<file path="src/rtl/ext_uart.sv">
// Bus-mapped 8N1 UART with 8-deep TX/RX FIFOs, programmable bit divisor and 2-flop RX sync.
// Optional interrupt output and enables are built when EXT_UART_IRQ_EN is defined.
module ext_uart #(
    parameter logic [15:0] CLK_DIV_RST = 16'd434,
    parameter int unsigned FIFO_AW     = 3
) (
    input  logic        i_clk,
    input  logic        i_rst_n,
    input  logic [15:0] i_addr,
    input  logic        i_stb,
    input  logic [3:0]  i_we,
    input  logic [31:0] i_dat_w,
    output logic        o_ack,
    output logic [31:0] o_dat_r,
    input  logic        i_rx,
    output logic        o_tx
`ifdef EXT_UART_IRQ_EN
    ,
    output logic        o_irq
`endif
);

    localparam int unsigned DEPTH = 1 << FIFO_AW;

    typedef enum logic [1:0] {TX_IDLE, TX_START, TX_DATA, TX_STOP} tx_state_t;
    typedef enum logic [1:0] {RX_IDLE, RX_START, RX_DATA, RX_STOP} rx_state_t;

    logic [1:0]  rst_pipe;
    logic        ready;
    logic        accept, is_wr;
    logic [1:0]  reg_sel;
    logic [15:0] divisor;
    logic [31:0] status, rd_data;

    logic [7:0]         tx_mem [DEPTH];
    logic [FIFO_AW:0]   tx_wp, tx_rp;
    logic               tx_fifo_empty, tx_full, tx_push, tx_pop, tx_empty;
    tx_state_t          tx_state;
    logic [15:0]        tx_cnt;
    logic [7:0]         tx_sh;
    logic [2:0]         tx_bit;

    logic [7:0]         rx_mem [DEPTH];
    logic [FIFO_AW:0]   rx_wp, rx_rp;
    logic               rx_empty, rx_full, rx_push, rx_pop;
    rx_state_t          rx_state;
    logic [15:0]        rx_cnt;
    logic [7:0]         rx_sh;
    logic [2:0]         rx_bit;
    logic               rx_meta, rx_s, rx_prev;
    logic               stop_sample, overrun_set, ferr_set;
    logic               rx_overrun, frame_err;
    logic               status_rd;
    logic               unused_bits;

`ifdef EXT_UART_IRQ_EN
    logic rx_ie, tx_ie;
`endif

    assign unused_bits = ^{i_addr[15:4], i_addr[1:0], i_dat_w[31:16]};

    // Deassertion of reset is pipelined so the bus stays closed for two edges.
    always_ff @(posedge i_clk or negedge i_rst_n) begin
        if (!i_rst_n) rst_pipe <= '0;
        else          rst_pipe <= {rst_pipe[0], 1'b1};
    end
    assign ready = rst_pipe[1];

    assign accept    = i_stb & ~o_ack & ready;
    assign is_wr     = |i_we;
    assign reg_sel   = i_addr[3:2];
    assign tx_push   = accept & is_wr & (reg_sel == 2'd0) & ~tx_full;
    assign rx_pop    = accept & ~is_wr & (reg_sel == 2'd0) & ~rx_empty;
    assign status_rd = accept & ~is_wr & (reg_sel == 2'd1);

    assign tx_fifo_empty = (tx_wp == tx_rp);
    assign tx_full  = (tx_wp[FIFO_AW] != tx_rp[FIFO_AW]) &&
                      (tx_wp[FIFO_AW-1:0] == tx_rp[FIFO_AW-1:0]);
    assign rx_empty = (rx_wp == rx_rp);
    assign rx_full  = (rx_wp[FIFO_AW] != rx_rp[FIFO_AW]) &&
                      (rx_wp[FIFO_AW-1:0] == rx_rp[FIFO_AW-1:0]);
    assign tx_empty = tx_fifo_empty & (tx_state == TX_IDLE);
    assign tx_pop   = ~tx_fifo_empty &
                      ((tx_state == TX_IDLE) || (tx_state == TX_STOP && tx_cnt == 16'd0));

    assign stop_sample = (rx_state == RX_STOP) && (rx_cnt == 16'd0);
    assign rx_push     = stop_sample & rx_s & ~rx_full;
    assign overrun_set = stop_sample & rx_s & rx_full;
    assign ferr_set    = stop_sample & ~rx_s;

    always_comb begin
        status    = '0;
        status[0] = tx_full;
        status[1] = tx_empty;
        status[2] = ~rx_empty;
        status[3] = rx_overrun;
        status[4] = frame_err;
`ifdef EXT_UART_IRQ_EN
        status[5] = rx_ie;
        status[6] = tx_ie;
`endif
    end

    always_comb begin
        rd_data = '0;
        case (reg_sel)
            2'd0:    rd_data = rx_empty ? '0 : {24'd0, rx_mem[rx_rp[FIFO_AW-1:0]]};
            2'd1:    rd_data = status;
            2'd2:    rd_data = {16'd0, divisor};
            default: rd_data = '0;
        endcase
    end

    always_ff @(posedge i_clk or negedge i_rst_n) begin
        if (!i_rst_n) begin
            o_ack      <= 1'b0;
            o_dat_r    <= '0;
            divisor    <= CLK_DIV_RST;
            rx_overrun <= 1'b0;
            frame_err  <= 1'b0;
        end else begin
            o_ack   <= accept;
            o_dat_r <= (accept && !is_wr) ? rd_data : '0;
            if (accept && is_wr && reg_sel == 2'd2)
                divisor <= (i_dat_w[15:0] < 16'd4) ? 16'd4 : i_dat_w[15:0];
            // A new event on the same edge as a status read wins over the clear.
            if (overrun_set)    rx_overrun <= 1'b1;
            else if (status_rd) rx_overrun <= 1'b0;
            if (ferr_set)       frame_err  <= 1'b1;
            else if (status_rd) frame_err  <= 1'b0;
        end
    end

`ifdef EXT_UART_IRQ_EN
    always_ff @(posedge i_clk or negedge i_rst_n) begin
        if (!i_rst_n) begin
            rx_ie <= 1'b0;
            tx_ie <= 1'b0;
            o_irq <= 1'b0;
        end else begin
            if (accept && is_wr && reg_sel == 2'd1) begin
                rx_ie <= i_dat_w[5];
                tx_ie <= i_dat_w[6];
            end
            o_irq <= (rx_ie & ~rx_empty) | (tx_ie & tx_empty) | rx_overrun | frame_err;
        end
    end
`endif

    always_ff @(posedge i_clk) begin
        if (tx_push) tx_mem[tx_wp[FIFO_AW-1:0]] <= i_dat_w[7:0];
        if (rx_push) rx_mem[rx_wp[FIFO_AW-1:0]] <= rx_sh;
    end

    always_ff @(posedge i_clk or negedge i_rst_n) begin
        if (!i_rst_n) begin
            tx_wp <= '0;
            tx_rp <= '0;
            rx_wp <= '0;
            rx_rp <= '0;
        end else begin
            if (tx_push) tx_wp <= tx_wp + 1'b1;
            if (tx_pop)  tx_rp <= tx_rp + 1'b1;
            if (rx_push) rx_wp <= rx_wp + 1'b1;
            if (rx_pop)  rx_rp <= rx_rp + 1'b1;
        end
    end

    // Each bit reloads its counter from the live divisor, so a rewrite lands on the next bit.
    always_ff @(posedge i_clk or negedge i_rst_n) begin
        if (!i_rst_n) begin
            tx_state <= TX_IDLE;
            o_tx     <= 1'b1;
            tx_cnt   <= '0;
            tx_sh    <= '0;
            tx_bit   <= '0;
        end else begin
            case (tx_state)
                TX_IDLE: begin
                    if (!tx_fifo_empty) begin
                        tx_state <= TX_START;
                        o_tx     <= 1'b0;
                        tx_sh    <= tx_mem[tx_rp[FIFO_AW-1:0]];
                        tx_cnt   <= divisor - 16'd1;
                    end
                end
                TX_START: begin
                    if (tx_cnt == 16'd0) begin
                        tx_state <= TX_DATA;
                        o_tx     <= tx_sh[0];
                        tx_bit   <= '0;
                        tx_cnt   <= divisor - 16'd1;
                    end else tx_cnt <= tx_cnt - 16'd1;
                end
                TX_DATA: begin
                    if (tx_cnt == 16'd0) begin
                        tx_cnt <= divisor - 16'd1;
                        if (tx_bit == 3'd7) begin
                            tx_state <= TX_STOP;
                            o_tx     <= 1'b1;
                        end else begin
                            tx_bit <= tx_bit + 3'd1;
                            tx_sh  <= {1'b0, tx_sh[7:1]};
                            o_tx   <= tx_sh[1];
                        end
                    end else tx_cnt <= tx_cnt - 16'd1;
                end
                TX_STOP: begin
                    if (tx_cnt == 16'd0) begin
                        if (!tx_fifo_empty) begin
                            tx_state <= TX_START;
                            o_tx     <= 1'b0;
                            tx_sh    <= tx_mem[tx_rp[FIFO_AW-1:0]];
                            tx_cnt   <= divisor - 16'd1;
                        end else tx_state <= TX_IDLE;
                    end else tx_cnt <= tx_cnt - 16'd1;
                end
                default: tx_state <= TX_IDLE;
            endcase
        end
    end

    always_ff @(posedge i_clk or negedge i_rst_n) begin
        if (!i_rst_n) begin
            rx_meta  <= 1'b1;
            rx_s     <= 1'b1;
            rx_prev  <= 1'b1;
            rx_state <= RX_IDLE;
            rx_cnt   <= '0;
            rx_sh    <= '0;
            rx_bit   <= '0;
        end else begin
            rx_meta <= i_rx;
            rx_s    <= rx_meta;
            rx_prev <= rx_s;
            case (rx_state)
                RX_IDLE: begin
                    if (rx_prev && !rx_s) begin
                        rx_state <= RX_START;
                        rx_cnt   <= {1'b0, divisor[15:1]} - 16'd1;
                    end
                end
                RX_START: begin
                    if (rx_cnt == 16'd0) begin
                        if (rx_s) rx_state <= RX_IDLE;
                        else begin
                            rx_state <= RX_DATA;
                            rx_bit   <= '0;
                            rx_cnt   <= divisor - 16'd1;
                        end
                    end else rx_cnt <= rx_cnt - 16'd1;
                end
                RX_DATA: begin
                    if (rx_cnt == 16'd0) begin
                        rx_sh  <= {rx_s, rx_sh[7:1]};
                        rx_cnt <= divisor - 16'd1;
                        if (rx_bit == 3'd7) rx_state <= RX_STOP;
                        else                rx_bit   <= rx_bit + 3'd1;
                    end else rx_cnt <= rx_cnt - 16'd1;
                end
                RX_STOP: begin
                    if (rx_cnt == 16'd0) rx_state <= RX_IDLE;
                    else                 rx_cnt   <= rx_cnt - 16'd1;
                end
                default: rx_state <= RX_IDLE;
            endcase
        end
    end

endmodule

</file>
<file path="config.mk">
export PLATFORM = sky130hd
export DESIGN_NAME = ext_uart
export DESIGN_NICKNAME = d
export VERILOG_FILES = /design/src/rtl/ext_uart.sv
export SDC_FILE = /design/constraint.sdc
export NUM_CORES = 1
export LEC_CHECK = 0
export CORE_ASPECT_RATIO = 1.25
export CORE_MARGIN = 1.5
export CORE_UTILIZATION = 50
export CTS_CLUSTER_SIZE = 10
export DETAILED_ROUTE_END_ITERATION = 7
export PLACE_DENSITY = 0.7
export SYNTH_ARGS = -nofsm -noshare
export SYNTH_HDL_FRONTEND = slang
export SYNTH_SLANG_ARGS = --single-unit
export TNS_END_PERCENT = 5
</file>
<file path="constraint.sdc">
create_clock -name i_clk -period 6.6 [get_ports i_clk]
set_clock_uncertainty 0.15 [all_clocks]
set_input_delay 0.66 -clock i_clk [delete_from_list [all_inputs] [get_ports i_clk]]
set_output_delay 0.66 -clock i_clk [all_outputs]
set_load 0.02 [all_outputs]
</file>
==> impl_metrics.json, run 1 <==
{
  "setup_tns_ns": 0,
  "critPathLaunchType": "flip-flop",
  "min_path_cells": 0,
  "rr_worst_depth": 7,
  "period_share_pct": 52.4,
  "netSwitchingPower_w": 0.00193,
  "syn_area_mm2": 0.0119,
  "coreArea_mm2": 0.0236,
  "clockRootBuffer": "clkbuf_16",
  "cts_tree": "built",
  "ant_nets": 0,
  "yosysUniqueCellTypes": 76,
  "h-tree-depth": 1,
  "power.internal_w": 0.00340,
  "track_usage_pct": 21.9,
  "hold_ws_ns": 0.191,
  "start_util_pct": 50.6,
  "crit_fanout": 8,
  "rsz0062_at_grt": "no",
  "r2r_end": "rx_mem[6][0]",
  "grt_pass1_vias": 7792,
  "setup_viol": 0,
  "synth_top_cells_by_area": "edfxtp_1, dfrtp_1, mux4_2",
  "die-area_mm2": 0.0248,
  "pwr-share-comb_pct": 33.7,
  "power.leakage_nw": 5.08,
  "sequentialPowerShare_pct": 39.0,
  "drt_pass1_iterations": 6,
  "worstMarginPinSlew_ns": 1.02,
  "syn2layout_area_growth_pct": 12.3,
  "die_y_um": 176,
  "cts_resized": 0,
  "syn_area_per_cell_um2": 12.4,
  "synth.top_cell.area_share_pct": 32.2,
  "drc": 0,
  "overflow": 0,
  "pwr_density_cell_mw_per_mm2": 399,
  "num_antenna_cells": 0,
  "endpoint_kind": "flip-flop",
  "yosysTopAreaCell": "edfxtp_1",
  "syn_inst": 964,
  "ios": 90,
  "relSlewSlack_pct": 31.7,
  "hpwlAfterDp_mm": 17.4,
  "yosys-top-cells-count": "edfxtp_1, dfrtp_1, nor2_1",
  "synth_edf_count": 128,
  "hp-start": "rst_pipe[0]",
  "nNetsFinal": 1080,
  "route.vias.total": 7642,
  "postCtsSetupRepairBufs": 0,
  "cts_inserted_buffers": 29,
  "grt_start_max_net_pins": 75,
  "std_cell_rows": 63,
  "sw_frac_of_total_pct": 36.2,
  "report.final.slew_viol_count": 0,
  "wirelength_mm": 26.0,
  "grt_pass1_wl_mm": 42.7,
  "hold-path-endpoint": "rst_pipe[1]",
  "ctsLongestPathBuffers": 3,
  "clock_latency_ns": 0.55,
  "max_freq_mhz": 289,
  "critPathKind": "flip-flop to flip-flop",
  "r2r-start": "rx_cnt[0]",
  "grt_antenna_before_repair": 0,
  "cts_num_sinks": 243,
  "ys_warn_count": 0,
  "drive_above_1_share_pct": 14.9,
  "drt-initial-drc-count": 585,
  "wl_per_cell_um": 19.8,
  "yosysMostFrequentCell": "edfxtp_1",
  "hold_viol_final": 0,
  "fin_crit_ns": 3.46,
  "yosys_most_used_dff": "edfxtp_1",
  "required_ns": 6.61,
  "clk_pin_slew_worst_paths_ns": 0.06,
  "numPortBuffers": 43,
  "arrival_ns": 3.47,
  "vdd_drop_max_uv": 258,
  "status": "finished clean",
  "yosysSeqAreaShare_pct": 56.5,
  "rrSetupSlack_ns": 3.14,
  "gp_congestion": 0.838,
  "p_clk_share_pct": 27.2,
  "async_reset_ff_share_pct": 47.3,
  "hold_class": "flip-flop to flip-flop",
  "die_w_um": 141,
  "drv_cap": 0,
  "via_per_inst": 5.81,
  "ys_ff_latch": 243
}
-- power groups by stage --
stage          sequential (W)  clock, W  combinational [W]
2_1_floorplan         0.00196         0            0.00153
3_3_place_gp          0.00209         0            0.00175
3_5_place_dp          0.00210         0            0.00179
4_1_cts               0.00208   0.00149            0.00180
5_1_grt               0.00211   0.00154            0.00202
6_report              0.00208   0.00145            0.00180
-- per-layer routing --
metal / GRT usage (%) / part of all wire (%)
met5: 0 / 0
met1: 29.1 / 43
met2: 36.7 / 49
met4: 8.33 / 3.5
met3: 3.16 / 4.5
-- cells in the final DEF (no fill, tap or decap), types with 4 or more instances in the layout --
cell type / n
nand3_1: 18
clkbuf_16: 29
edfxtp_1: 128
dfrtp_1: 106
a211oi_1: 6
xor2_1: 30
clkbuf_1: 18
buf_4: 11
nor2_1: 94
dfstp_2: 9
and2_1: 8
conb_1: 17
xnor2_1: 28
clkdlybuf4s50_1: 42
nor3_1: 28
nor3b_1: 6
o21ai_0: 26
or3_1: 10
nor3_2: 6
inv_1: 29
nand4_1: 9
nor2b_1: 8
nand2b_1: 11
a221oi_1: 6
nor4_1: 10
o22ai_1: 13
o21ai_1: 11
mux2i_1: 18
a31oi_1: 4
o31ai_1: 6
ha_1: 23
nand2_1: 73
mux2_2: 27
a21oi_1: 41
a22o_1: 10
mux4_2: 32
-- critical path, stage by stage, from the launching register on --
cell and delay (ns):
dfrtp_1 0.40, inv_1 0.13, ha_1 0.25, nor4b_2 0.37
and4_1 0.48, nand4_2 0.21, nand2b_1 0.29, nor2_1 0.79
-- state kept, by name, indices dropped and copies added, names as in the netlist, 2 cells and up, named ones only --
| register | flops |
|---|---|
| tx_wp | 4 |
| rx_wp | 4 |
| rx_bit | 3 |
| rx_sh | 8 |
| rst_pipe | 2 |
| tx_state | 2 |
| tx_cnt | 16 |
| tx_bit | 3 |
| tx_sh | 8 |
| tx_rp | 4 |
| rx_cnt | 16 |
| rx_mem | 64 |
| o_dat_r | 16 |
| divisor | 16 |
| tx_mem | 64 |
| rx_rp | 4 |
-- stage by stage --
step,cells,utilization [%],cell area [um2],total power [W],worst slack [ns]
after floorplan,979,-,12000,0.00349,3.73
after global placement,1261,53.1,12500,0.00384,3.05
after detailed placement,1261,53.1,12500,0.00390,2.99
after CTS,1315,56.8,13400,0.00537,3.12
after global routing,1315,56.8,13400,0.00567,2.87
final,1315,56.8,13400,0.00534,3.14
-- timing repair --
action,CTS,global route
hold buffers,1,0
endpoints found under the setup margin,0,0
hold endpoints to repair,38,0
-- cell type report --
type                       instances  area, um2
inverter                          29        109
fill                            1898      10200
multi-input combinational        644       4800
tap                              292        365
clock buffer                      50        835
sequential                       243       6730
clock inverter                     3       33.8
timing repair buffer              54        513
-- worst max-delay path by stage --
| stage | startpoint | end | slack (ns) | depth (start not counted) |
|---|---|---|---|---|
| after floorplan | rx_cnt[0] | rx_mem[1][0] | 3.73 | 8 |
| after global placement | i_stb | tx_mem[5][6] | 3.05 | 6 |
| after detailed placement | i_stb | tx_mem[4][6] | 2.99 | 6 |
| after CTS | rx_cnt[0] | rx_mem[6][3] | 3.12 | 7 |
| after global routing | rx_cnt[0] | rx_cnt[13] | 2.87 | 8 |
| final | rx_cnt[0] | rx_mem[6][0] | 3.14 | 7 |
-- logic make-up (layout without fill, tap and decap cells) --
group | Yosys count | in the layout | synth area share (%)
adder cells (fa/ha/maj) | 23 | 23 | 2.41
multiplexers | 78 | 78 | 10.2
other | 2 | 17 | 0.0630
AND/OR/NAND/NOR | 315 | 315 | 14.2
flip-flops | 243 | 243 | 56.5
buffers and inverters | 92 | 136 | 3.83
XOR/XNOR | 58 | 58 | 4.26
AO/OA/AOI/OAI | 153 | 153 | 8.59
Note: power is estimated with default switching activity, not from simulation.
==> run 2, diff against run 1 <==
- clock period: 6.6 -> 3.4 ns (I/O delays scaled with it)
==> run 2 against run 1 <==
Sequential share of layout area decreased by 0.75 points. Global-route usage about the same. Die area unchanged. Clock power increased by 88%. Critical path type unchanged. Largest cell class unchanged.
==> impl_metrics.json, run 2 (synthesis results as in run 1) <==
{
  "place_inst": 1293,
  "wl_per_cell_um": 19.6,
  "rr_worst_depth": 8,
  "grt_pass1_vias": 7879,
  "critical_path_buf_inv_count": 2,
  "track_usage_pct": 21.9,
  "drive_above_1_share_pct": 16.9,
  "die-area_mm2": 0.0248,
  "ant_nets": 0,
  "crit_fanout": 8,
  "cp_cell_sequence": "inv_1 -> ha_1 -> nor4b_2 -> and4_1 -> nand4_2 -> nand2b_1 -> nor3_1 -> buf_4",
  "die_w_um": 141,
  "critPathLaunchType": "flip-flop",
  "ctsLongestPathBuffers": 3,
  "grt_pass1_wl_mm": 42.3,
  "fillCellCount": 1917,
  "std_cell_rows": 63,
  "hold_class": "primary input to flip-flop",
  "clk_pin_slew_worst_paths_ns": 0.06,
  "cts_inserted_buffers": 28,
  "report.final.slew_viol_count": 0,
  "cts_num_sinks": 243,
  "syn2layout_area_growth_pct": 14.0,
  "period_share_pct": 87.0,
  "final_cell_mix": "edfxtp_1, dfrtp_1, nor2_1",
  "relSlewSlack_pct": 52.2,
  "max_freq_mhz": 338,
  "arrival_ns": 3.04,
  "vdd_drop_max_uv": 499,
  "final_common_cell": "edfxtp_1",
  "pre_cts_slack_ns": 0.482,
  "drc": 0,
  "grt_start_max_net_pins": 81,
  "final_cells": 1344,
  "endpoint_kind": "flip-flop",
  "hpwlAfterDp_mm": 17.9,
  "start_util_pct": 50.6,
  "drt-initial-drc-count": 638,
  "setup_tns_ns": 0,
  "wirelength_mm": 26.3,
  "route.vias.total": 7757,
  "drt_pass1_iterations": 5,
  "status": "finished clean",
  "power_w": 0.0104,
  "postCtsSetupRepairBufs": 0,
  "drv_cap": 0,
  "hold_viol_final": 0,
  "ios": 90,
  "via_per_inst": 5.77,
  "clockRootBuffer": "clkbuf_16",
  "required_ns": 3.48,
  "final_design_area_no_fill_mm2": 0.0136,
  "clock_latency_ns": 0.57,
  "endpoint": "rx_mem[0][5]",
  "critPathKind": "flip-flop to flip-flop",
  "cp_num_cells": 8,
  "overflow": 0,
  "slowest_stage": "and4_1",
  "regArea_mm2": 0.00673,
  "die_y_um": 176,
  "setup_ws_ns": 0.443,
  "critical_path.top_delay_family": "simple AND/OR/NAND/NOR gates",
  "r2r_end": "rx_mem[0][5]",
  "critical_path.max_stage_delay_ns": 0.45,
  "numPortBuffers": 43,
  "gp_congestion": 0.844,
  "power.leakage_nw": 5.22,
  "grt_antenna_before_repair": 0,
  "rsz0062_at_grt": "no",
  "worstMarginPinSlew_ns": 0.717,
  "multiInputGateArea_mm2": 0.00479,
  "nNetsFinal": 1111,
  "coreArea_mm2": 0.0236,
  "critPathLaunch": "rx_cnt[0]",
  "h-tree-depth": 1,
  "pwr_density_cell_mw_per_mm2": 762,
  "cts_tree": "built",
  "num_antenna_cells": 0,
  "placed_area_mm2": 0.0128,
  "rrSetupSlack_ns": 0.44,
  "r2r-start": "rx_cnt[0]",
  "setup_viol": 0,
  "fin_crit_ns": 2.96
}
run 2: changes by cell type in the layout (fill, tap and decap cells not counted), sizes merged:
cell	change
inv	-1
clkbuf	-1
clkinv	-1
buf	+32
run 2: per-stage QoR:
stage	util, %	hold slack, ns
after floorplan	-	-0.106
after global placement	54.1	0.181
after detailed placement	54.1	0.186
after CTS	57.7	0.0463
after global routing	57.7	0.0730
final	57.7	0.0641
run 2: routing by layer:
layer / vias up / GRT usage (%) / part of all wire, %
met5: - / 0 / 0
met4: 0 / 6.94 / 2.4
met3: 38 / 3.11 / 4.9
met2: 189 / 37.5 / 50
met1: 3871 / 28.9 / 43
li1: 3659 / - / -
run 2: area by class of cell:
type / count / share of cell area (%)
sequential: 243 / 49.5
multi-input combinational: 644 / 35.2
clock buffer: 49 / 5.88
timing repair buffer: 86 / 5.63
tap: 292 / 2.69
inverter: 29 / 0.801
clock inverter: 1 / 0.221
run 2: power breakdown:
part           switching (W)  leakage (nW)  internal [W]
Clock                0.00114         0.393       0.00158
Combinational        0.00214          2.19       0.00153
Sequential          0.000477          2.64       0.00348
run 2: what timing repair did:
item | CTS | global route
gates resized for setup | 0 | 0
hold buffers | 1 | 0
endpoints found under the hold margin | 35 | 0
run 2: how the worst min path moves through the flow:
stage | from | to | cells past startpoint
after global routing | i_rx | rx_meta | 1
after global placement | rst_pipe[0] | rst_pipe[1] | 0
after floorplan | i_rst_n | asynchronous set/reset pin | 0
after detailed placement | i_rst_n | tx_cnt[14] | 1
final | i_rx | rx_meta | 1
after CTS | i_rx | rx_meta | 1
